## src/rtl/fsm_serialdata_tx.sv

```systemverilog
// fsm_serialdata_tx
// Serial byte transmitter for single-wire async framing.
// The line idles high. Each frame is one start bit (0), then 8 data bits
// sent LSB first, then optionally a parity bit, then STOP_BITS stop bits (1).
// Bytes are accepted on a valid/ready handshake. The line output is registered.
//
// Parameters:
//   CLKS_PER_BIT  clk cycles each bit is held on the line (>= 1)
//   STOP_BITS     stop bits per frame (1 or 2)
//   ODD_PARITY    parity sense when parity is compiled in (0 = even, 1 = odd)
//
// Compile-time option:
//   FSM_SERIALDATA_TX_PARITY_EN  when defined, a parity bit follows D7.
//   When it is not defined, D7 goes straight to the stop bit(s).
//
// Ports:
//   clk         clock; all logic runs on posedge
//   reset       synchronous, active-high reset
//   in_byte_i   byte to send; it is sampled only when accepted
//   in_valid_i  the producer has a byte
//   in_ready_o  the transmitter can accept a byte this cycle
//   out_o       serial line; registered, idle high
//   busy_o      a frame is in progress
//   done_o      one-cycle pulse while the final stop bit is on the line
//
// State table:
//   state    | meaning
//   S_IDLE   | line high, waiting for a byte
//   S_START  | start bit (0) on the line
//   S_DATA   | data bit shift_q[0] on the line; bit_cnt_q selects D0..D7
//   S_PARITY | parity bit on the line (parity builds only)
//   S_STOP   | stop bit (1) on the line; bit_cnt_q counts the stop bits
module fsm_serialdata_tx #(
    parameter int CLKS_PER_BIT = 1,
    parameter int STOP_BITS    = 1,
    parameter int ODD_PARITY   = 0
) (
    input  logic       clk,
    input  logic       reset,
    input  logic [7:0] in_byte_i,
    input  logic       in_valid_i,
    output logic       in_ready_o,
    output logic       out_o,
    output logic       busy_o,
    output logic       done_o
);

    localparam int              CW        = (CLKS_PER_BIT > 1) ? $clog2(CLKS_PER_BIT) : 1;
    localparam logic [CW-1:0]   CLK_LAST  = CW'(CLKS_PER_BIT - 1);
    localparam logic [2:0]      STOP_LAST = 3'(STOP_BITS - 1);

    if (CLKS_PER_BIT < 1 || STOP_BITS < 1 || STOP_BITS > 2 ||
        ODD_PARITY < 0 || ODD_PARITY > 1) begin : g_bad_param
        $error("fsm_serialdata_tx: illegal parameter value");
    end

    typedef enum logic [2:0] {
        S_IDLE, S_START, S_DATA, S_PARITY, S_STOP
    } state_t;

    state_t          state_q, state_d;
    logic [CW-1:0]   clk_cnt_q, clk_cnt_d;
    logic [2:0]      bit_cnt_q, bit_cnt_d;
    logic [7:0]      shift_q, shift_d;
    logic            out_q, out_d;
`ifdef FSM_SERIALDATA_TX_PARITY_EN
    logic            parity_q, parity_d;
`endif

    logic last_clk, last_stop, accept;

    assign last_clk  = (clk_cnt_q == CLK_LAST);
    assign last_stop = (bit_cnt_q == STOP_LAST);
    assign accept    = in_valid_i && in_ready_o;

    always_ff @(posedge clk) begin
        if (reset) begin
            state_q   <= S_IDLE;
            clk_cnt_q <= '0;
            bit_cnt_q <= '0;
            shift_q   <= '0;
            out_q     <= 1'b1;
`ifdef FSM_SERIALDATA_TX_PARITY_EN
            parity_q  <= 1'b0;
`endif
        end else begin
            state_q   <= state_d;
            clk_cnt_q <= clk_cnt_d;
            bit_cnt_q <= bit_cnt_d;
            shift_q   <= shift_d;
            out_q     <= out_d;
`ifdef FSM_SERIALDATA_TX_PARITY_EN
            parity_q  <= parity_d;
`endif
        end
    end

    always_comb begin
        state_d   = state_q;
        clk_cnt_d = clk_cnt_q;
        bit_cnt_d = bit_cnt_q;
        shift_d   = shift_q;
`ifdef FSM_SERIALDATA_TX_PARITY_EN
        parity_d  = parity_q;
`endif
        if (state_q != S_IDLE) begin
            clk_cnt_d = last_clk ? '0 : clk_cnt_q + CW'(1);
        end
        case (state_q)
            S_IDLE: begin
                if (accept) begin
                    state_d   = S_START;
                    shift_d   = in_byte_i;
                    bit_cnt_d = '0;
                    clk_cnt_d = '0;
`ifdef FSM_SERIALDATA_TX_PARITY_EN
                    parity_d  = ^in_byte_i;
`endif
                end
            end
            S_START: begin
                if (last_clk) begin
                    state_d   = S_DATA;
                    bit_cnt_d = '0;
                end
            end
            S_DATA: begin
                if (last_clk) begin
                    // The next data bit is presented as shift_d[0].
                    shift_d = {1'b0, shift_q[7:1]};
                    if (bit_cnt_q == 3'd7) begin
                        bit_cnt_d = '0;
`ifdef FSM_SERIALDATA_TX_PARITY_EN
                        state_d   = S_PARITY;
`else
                        state_d   = S_STOP;
`endif
                    end else begin
                        bit_cnt_d = bit_cnt_q + 3'd1;
                    end
                end
            end
`ifdef FSM_SERIALDATA_TX_PARITY_EN
            S_PARITY: begin
                if (last_clk) begin
                    state_d   = S_STOP;
                    bit_cnt_d = '0;
                end
            end
`endif
            S_STOP: begin
                if (last_clk) begin
                    if (last_stop) begin
                        bit_cnt_d = '0;
                        if (accept) begin
                            // Accept in the final stop cycle: the next frame
                            // starts with no idle gap.
                            state_d   = S_START;
                            shift_d   = in_byte_i;
`ifdef FSM_SERIALDATA_TX_PARITY_EN
                            parity_d  = ^in_byte_i;
`endif
                        end else begin
                            state_d = S_IDLE;
                        end
                    end else begin
                        bit_cnt_d = bit_cnt_q + 3'd1;
                    end
                end
            end
            default: begin
                state_d   = S_IDLE;
                clk_cnt_d = '0;
                bit_cnt_d = '0;
            end
        endcase
    end

    // The line value is taken from the next state, so the registered output
    // stays aligned with state_q.
    always_comb begin
        busy_o     = (state_q != S_IDLE);
        done_o     = (state_q == S_STOP) && last_stop && last_clk;
        in_ready_o = (state_q == S_IDLE) || done_o;
        case (state_d)
            S_START:  out_d = 1'b0;
            S_DATA:   out_d = shift_d[0];
`ifdef FSM_SERIALDATA_TX_PARITY_EN
            S_PARITY: out_d = parity_d ^ (ODD_PARITY != 0);
`endif
            default:  out_d = 1'b1;
        endcase
    end

    assign out_o = out_q;

endmodule

```

## config.mk

```make
export PLATFORM = sky130hd
export DESIGN_NAME = fsm_serialdata_tx
export DESIGN_NICKNAME = d
export VERILOG_FILES = /design/src/rtl/fsm_serialdata_tx.sv
export SDC_FILE = /design/constraint.sdc
export NUM_CORES = 1
export LEC_CHECK = 0
export BUFFER_PORTS_ARGS = -buffer_cell sky130_fd_sc_hd__buf_2
export CORE_AREA = 3 3 44 46
export DETAILED_ROUTE_END_ITERATION = 12
export DIE_AREA = 0 0 47 49
export PLACE_DENSITY_LB_ADDON = 0.08
export SLEW_MARGIN = 20
export SYNTH_ARGS = -nofsm -noshare
export SYNTH_HDL_FRONTEND = slang
export SYNTH_SLANG_ARGS = --single-unit
```

## constraint.sdc

```tcl
create_clock -name clk -period 3.9 [get_ports clk]
set_clock_uncertainty 0.15 [all_clocks]
set_input_delay 0.78 -clock clk [delete_from_list [all_inputs] [get_ports clk]]
set_output_delay 0.78 -clock clk [all_outputs]
set_load 0.01 [all_outputs]
```

==> results.md, run 1 <==
- Run status: finished clean
- Cell area after synthesis: 868 sq um
- Post-Syn Instances: 92
- Final GP Congestion: slightly above 0.7
- Fin util: 62.8%
- Power, Total: 0.354 mW
- Clock Root Buffer: clkbuf_4
- Most used flip-flop cell after synthesis: dfxtp_1
- Area share of the largest cell type after synthesis: 36.9%
- Fin crit share: ~67%
- DR iter-0 viols: 24
- Synth cell count leaders: dfxtp_1, a21oi_1, nand2_1
- Die area: 2300 sq um
- # DRC: 0
- Vias: 728
- Post-synth cell types: 38
- Chip width: 47 um
- Slew margin rel.: 52.4%
- DRT Wirelength: 1660 um
- Post-Synth Adder-Cell Area: 4.32%
- Mapped Nets: 106
- Asr flop ratio synth: 0%
- Worst Path Required: 2.97 ns
- Endpoints failing hold: 0
- Final setup viols: 0
- Xor/xnor share of the synthesized area: 1.01%
- Count leader, synth: dfxtp_1
- H-tree depth: 1
- Worst slew pin tran: 0.713 ns
- Initial antenna violation count: 0
- Crit end category: output port
- Crit Path Category: flop to output port
- Worst skew pair latency: between 0.2 and 0.3 ns
- Syn. warnings: 0
- Max Cap Viol: 0
- Achievable frequency: between 300 and 400 MHz
- Mux cell area share after synthesis: 1.30%
- CP top delay family: simple AND/OR/NAND/NOR gates
- CORE AREA: 1540 sq um
- DR pass1 iterations: 4
- Hold Path Sink: shift_q[5]
- Crit path from: bit_cnt_q[0]
- Layout cells sized above 1: 29.9%
- CP startpoint kind: flop
- Vias per std cell: 5.92
- Dpl hpwl: 1230 um
- Part of the power in registers: approximately 52%
- Crit path DAT: 1.66 ns
- Layout Nets: 122
- Seq/Total Area, Yosys: 36.9%
- Largest family of logic cells by synthesized area: simple AND/OR/NAND/NOR gates
- Compound-Gate Fraction of Synth Area: 25.4%
- Ports: 15
- GRT overflow: 0
- Wirelength per Cell: around 14 um
- Clock Power Share: 31.8%
- CTS resizes: 0
- Fin Setup TNS: 0 ns
- Simple-gate portion of the synthesized area: 25.5%
- Total GRT Usage: 16.4%
- Worst Hold Class: flop to flop
- Switch Pwr: 0.0974 mW
- Synth Register Bits: 16
- Post-CTS Hold Buffers: 0
- Cell taking the most area after synthesis: dfxtp_1
- Worst-path clk slew: 0.10 ns
- Initial Util: a little under three fifths
- CP cell instances: inv_1, ha_1, nor3b_2, and3_1, buf_2
- Final Max Slew Viols: 0
- Die height: 49 um
- Slowest cell on the critical path: nor3b_2
- Combinational fraction of design power: 16.5%
- CP max FO: 5
- Buf+Inv Stages, Crit Path: 2
- Vias in the first global route: approximately 650
- CTS Sinks: 16
- Largest stage delay on the critical path: 0.41 ns
- R2R Path Start: state_q[1]
- Final critical-path required period: ~2.6 ns
- R2R Setup Slk: 1.72 ns
- Syn Area/Cell: 9.44 sq um
- Ant. Diodes: 0
- Sw frac: 27.5%
- Reg2Reg Capture Point: out_o
- I/O Buffers: 14
- Leak: about 0.36 nW
- Largest net degree at the start of global routing: 16
- EDFF count, synth: 0
- Worst R2R Path Depth: 5
- Pwr per Cell Area: 365 nW/um^2
- Routed Antenna Nets: 0
- Postcts setup bufs: 0
- Maximum vdd drop: 0.277 mV
- RSZ-0062 raised after global routing: false
- Hold depth: 2
- Max clock buf depth: 2
- Internal Power: 0.256 mW
- TritonCTS clock tree: yes
- Row cnt: 14
- Area grow syn2layout: 11.5%
- Area contributors post-synth: dfxtp_1, a21oi_1, a22oi_1
- First-pass GRT wire length: 2770 um
- TritonCTS buffer count: 3
- Worst Min Path Start: shift_q[6]
[worst max-delay path by stage]
stage	end	slack (ns)	depth (start not counted)
CTS	done_o	1.29	5
finish	done_o	1.31	5
floorplan	done_o	1.84	4
detailed placement	done_o	1.62	5
global route	done_o	1.19	5
global placement	done_o	1.65	5
[tightest hold or removal path, delay by kind of cell, from the launching register on]
kind / cells / cell delay (ns)
DFF: 1 / 0.32
and+or+nand+nor: 1 / 0.05
AOI/OAI and AO/OA: 1 / 0.05
[sequential cells by signal, summed over array words and instances (netlist names)]
register / count
clk_cnt_q: 1
out_o: 1
state_q: 3
bit_cnt_q: 3
shift_q: 8
[cells in the final DEF, fill, tap and decap left out, types with 2 or more instances in the layout]
cell,count
dfxtp_1,16
buf_2,14
a21oi_1,11
nand2_1,10
a22oi_1,6
inv_1,5
nor3_1,5
nor2_1,3
ha_1,3
clkbuf_4,3
o211ai_1,2
or3_1,2
[metrics by stage]
step	setup WS [ns]	std cells	cell area, sq um	hold slack, ns
2_1_floorplan	1.84	92	868	0.282
3_3_place_gp	1.65	119	932	0.291
3_5_place_dp	1.62	119	932	0.296
4_1_cts	1.29	123	968	0.312
5_1_grt	1.19	123	968	0.331
6_report	1.31	123	968	0.310
[power by group through the flow]
stage / sequential [mW] / combinational, mW / clock [mW]
2_1_floorplan: 0.181 / 0.0497 / 0
3_3_place_gp: 0.187 / 0.0582 / 0
3_5_place_dp: 0.187 / 0.0586 / 0
4_1_cts: 0.183 / 0.0590 / 0.115
5_1_grt: 0.184 / 0.0645 / 0.125
6_report: 0.183 / 0.0583 / 0.112
[final cells by class]
class,count,area [sq um]
Sequential cell,16,320
Clock buffer,4,36.3
Inverter,6,22.5
Timing Repair Buffer,14,70.1
Multi-Input combinational cell,67,499
Fill cell,129,573
Tap cell,16,20.0
[logic make-up (layout without fill, tap and decap cells)]
logic type / after synthesis / after routing
multiplexers: 1 / 1
AND/OR/NAND/NOR: 33 / 33
flip-flops: 16 / 16
buffers and inverters: 9 / 24
AO/OA/AOI/OAI: 29 / 29
XOR/XNOR: 1 / 1
adder cells (fa/ha/maj): 3 / 3
[metal layers]
layer,GRT usage (%),vias up,wire [um]
met4,9.68,0,44
met2,22.6,22,767
li1,-,367,-
met1,23.3,335,779
met5,0,-,0
met3,2.21,4,74
Power figures use the tool's default switching activity.
==> inputs of run 2 (changes only) <==
--- a/config.mk
+++ b/config.mk
@@ -6,9 +6,9 @@
 export NUM_CORES = 1
 export LEC_CHECK = 0
 export BUFFER_PORTS_ARGS = -buffer_cell sky130_fd_sc_hd__buf_2
-export CORE_AREA = 3 3 44 46
+export CORE_AREA = 3 3 45 47
 export DETAILED_ROUTE_END_ITERATION = 12
-export DIE_AREA = 0 0 47 49
+export DIE_AREA = 0 0 48 50
 export PLACE_DENSITY_LB_ADDON = 0.08
 export SLEW_MARGIN = 20
 export SYNTH_ARGS = -nofsm -noshare
==> constraint.sdc (replaced) <==
create_clock -name clk -period 2.4 [get_ports clk]
set_clock_uncertainty 0.15 [all_clocks]
set_input_delay 0.48 -clock clk [delete_from_list [all_inputs] [get_ports clk]]
set_output_delay 0.48 -clock clk [all_outputs]
set_load 0.01 [all_outputs]
==> results.md, run 2 (synthesized netlist as in run 1, its figures left out) <==
- Run status: finished clean (unchanged)
- Max layer used: met4 (unchanged)
- Final setup viols: 0 (unchanged)
- Ports: 15 (unchanged)
- Fin Setup TNS: 0 ns (unchanged)
- Initial antenna violation count: 0 (unchanged)
- Metal3 WL: 61 um (was 74 um)
- Row cnt: 15 (was 14)
- Wirelength per Cell: 13.8 um (was 13.5 um)
- Part of the power in registers: 51.8% (was 51.7%)
- Crit path DAT: 1.61 ns (was 1.66 ns)
- Wire length on met2: 849 um (was 767 um)
- Max reg flops: 8 (unchanged)
- Largest net degree at the start of global routing: 16 (unchanged)
- Area grow syn2layout: 12.5% (was 11.5%)
- CP top delay family: simple AND/OR/NAND/NOR gates (unchanged)
- Worst-path clk slew: 0.09 ns (was 0.10 ns)
- CP cell instances: inv_1, ha_1, nor3b_2, and3_1, buf_2 (unchanged)
- Met1 wire length: 781 um (was 779 um)
- Routed Antenna Nets: 0 (unchanged)
- TritonCTS clock tree: yes (unchanged)
- Commonest non-fill, non-tap cells in the layout: dfxtp_1, buf_2, a21oi_1 (unchanged)
- Sw frac: 26.2% (was 27.5%)
- Achievable frequency: 447 MHz
- GRT overflow: 0 (unchanged)
- Vias: 725 (was 728)
- Endpoints failing hold: 0 (unchanged)
- H-tree depth: 1 (unchanged)
- Worst slew pin tran: 0.742 ns (was 0.713 ns)
- Clock Power Share: 30.3% (was 31.8%)
- TritonCTS buffer count: 3 (unchanged)
- DR iter-0 viols: 18 (was 24)
- Post-CTS Hold Buffers: 0 (unchanged)
- Crit Path Category: flop to output port (unchanged)
- Initial Util: 51.4% (was 56.3%)
- Max Cap Viol: 0 (unchanged)
- DRT Wirelength: 1720 um (was 1660 um)
- Fin crit share: 93.2%
- Internal Power: 0.418 mW (was 0.256 mW)
- CTS resizes: 0 (unchanged)
- Largest regs: shift_q: 8 flops, bit_cnt_q: 3 flops, state_q: 3 flops (unchanged)
- Worst Path Required: 1.77 ns (was 2.97 ns)
- Dpl hpwl: 1270 um (was 1230 um)
- Crit end category: output port (unchanged)
- CTS Sinks: 16 (unchanged)
- Final Max Slew Viols: 0 (unchanged)
- Worst skew pair latency: 0.28 ns (was 0.29 ns)
- Postcts setup bufs: 0 (unchanged)
- Biggest register: shift_q (unchanged)
- Commonest non-fill, non-tap cell in the layout: dfxtp_1 (unchanged)
- DR pass1 iterations: 5 (was 4)
- Fill cell total of the finished layout: 158 (was 129)
- First-pass GRT wire length: 2950 um (was 2770 um)
- Hold slack: 0.312 ns (was 0.310 ns)
- Switch Pwr: 0.148 mW (was 0.0974 mW)
- Final critical-path required period: 2.24 ns
- CP startpoint kind: flop (unchanged)
- Total GRT Usage: 16.8% (was 16.4%)
- Layout Nets: 123 (was 122)
- CORE AREA: 1690 sq um (was 1540 sq um)
- Chip width: 48 um (was 47 um)
- Vias in the first global route: 699 (was 646)
- Worst Hold Class: primary input to flop (was flop to flop)
- RSZ-0062 raised after global routing: false (unchanged)
- Final GP Congestion: 0.819 (was 0.727)
- Largest stage delay on the critical path: 0.40 ns (was 0.41 ns)
- Leak: 0.368 nW (was 0.363 nW)
- Maximum vdd drop: 0.366 mV (was 0.277 mV)
- Clock Root Buffer: clkbuf_4 (unchanged)
- Buf+Inv Stages, Crit Path: 2 (unchanged)
- Max clock buf depth: 2 (unchanged)
- Die area: 2400 sq um (was 2300 sq um)
- Combinational fraction of design power: 18.0% (was 16.5%)
- Slew margin rel.: 50.5% (was 52.4%)
- Pwr per Cell Area: 579 nW/um^2 (was 365 nW/um^2)
- I/O Buffers: 14 (unchanged)
- Layout cells sized above 1: 30.6% (was 29.9%)
- # DRC: 0 (unchanged)
- Ant. Diodes: 0 (unchanged)
- CP max FO: 5 (unchanged)
- Vias per std cell: 5.80 (was 5.92)
- Slowest cell on the critical path: nor3b_2 (unchanged)
- Die height: 50 um (was 49 um)
run 2: cell count changes in the layout (fill, tap and decap cells not counted), sizes merged:
| cell | before | now |
|---|---|---|
| buf | 14 | 15 |
run 2: power by group through the flow:
stage,clock (mW),sequential [mW],combinational (mW)
2_1_floorplan,0,0.293,0.0808
3_3_place_gp,0,0.299,0.100
3_5_place_dp,0,0.300,0.102
4_1_cts,0.180,0.293,0.103
5_1_grt,0.194,0.296,0.112
6_report,0.171,0.293,0.102
run 2: per-layer routing:
layer  vias up  GRT usage [%]
li1        368              -
met1       340           20.0
met2        13           28.0
met3         4           3.28
met4         0           6.73
met5         -              0
run 2: cell type report:
cell class | instances | area, sq um | share of cell area, %
Multi-Input combinational cell | 67 | 499 | 51.1
Sequential cell | 16 | 320 | 32.8
Clock buffer | 4 | 36.3 | 3.71
Tap cell | 17 | 21.3 | 2.18
Inverter | 6 | 22.5 | 2.30
Timing Repair Buffer | 15 | 77.6 | 7.94
run 2: worst paths after layout:
path	startpoint	end	slack (ns)	depth (start not counted)
worst min-delay path	in_valid_i	clk_cnt_q	0.31	2
worst max-delay path	bit_cnt_q[1]	done_o	0.16	5
worst max register to register	state_q[0]	bit_cnt_q[1]	0.35	5
worst min register to register	shift_q[5]	shift_q[4]	0.31	2
run 2: metrics by stage:
stage | cell area [sq um] | util [%] | power [mW] | std cells | setup slack, ns
4_1_cts | 977 | 57.9 | 0.577 | 125 | 0.136
6_report | 977 | 57.9 | 0.566 | 125 | 0.163
5_1_grt | 977 | 57.9 | 0.601 | 125 | 0.0252
3_3_place_gp | 941 | 55.7 | 0.399 | 121 | 0.371
2_1_floorplan | 868 | - | 0.374 | 92 | 0.634
3_5_place_dp | 941 | 55.7 | 0.402 | 121 | 0.353
run 2: worst reg2reg max path: cells and delay by family, from the launching register on:
family           cells  cell delay (ns)
flip-flops           1             0.81
AND/OR/NAND/NOR      3             0.66
AO/OA/AOI/OAI        2             0.36
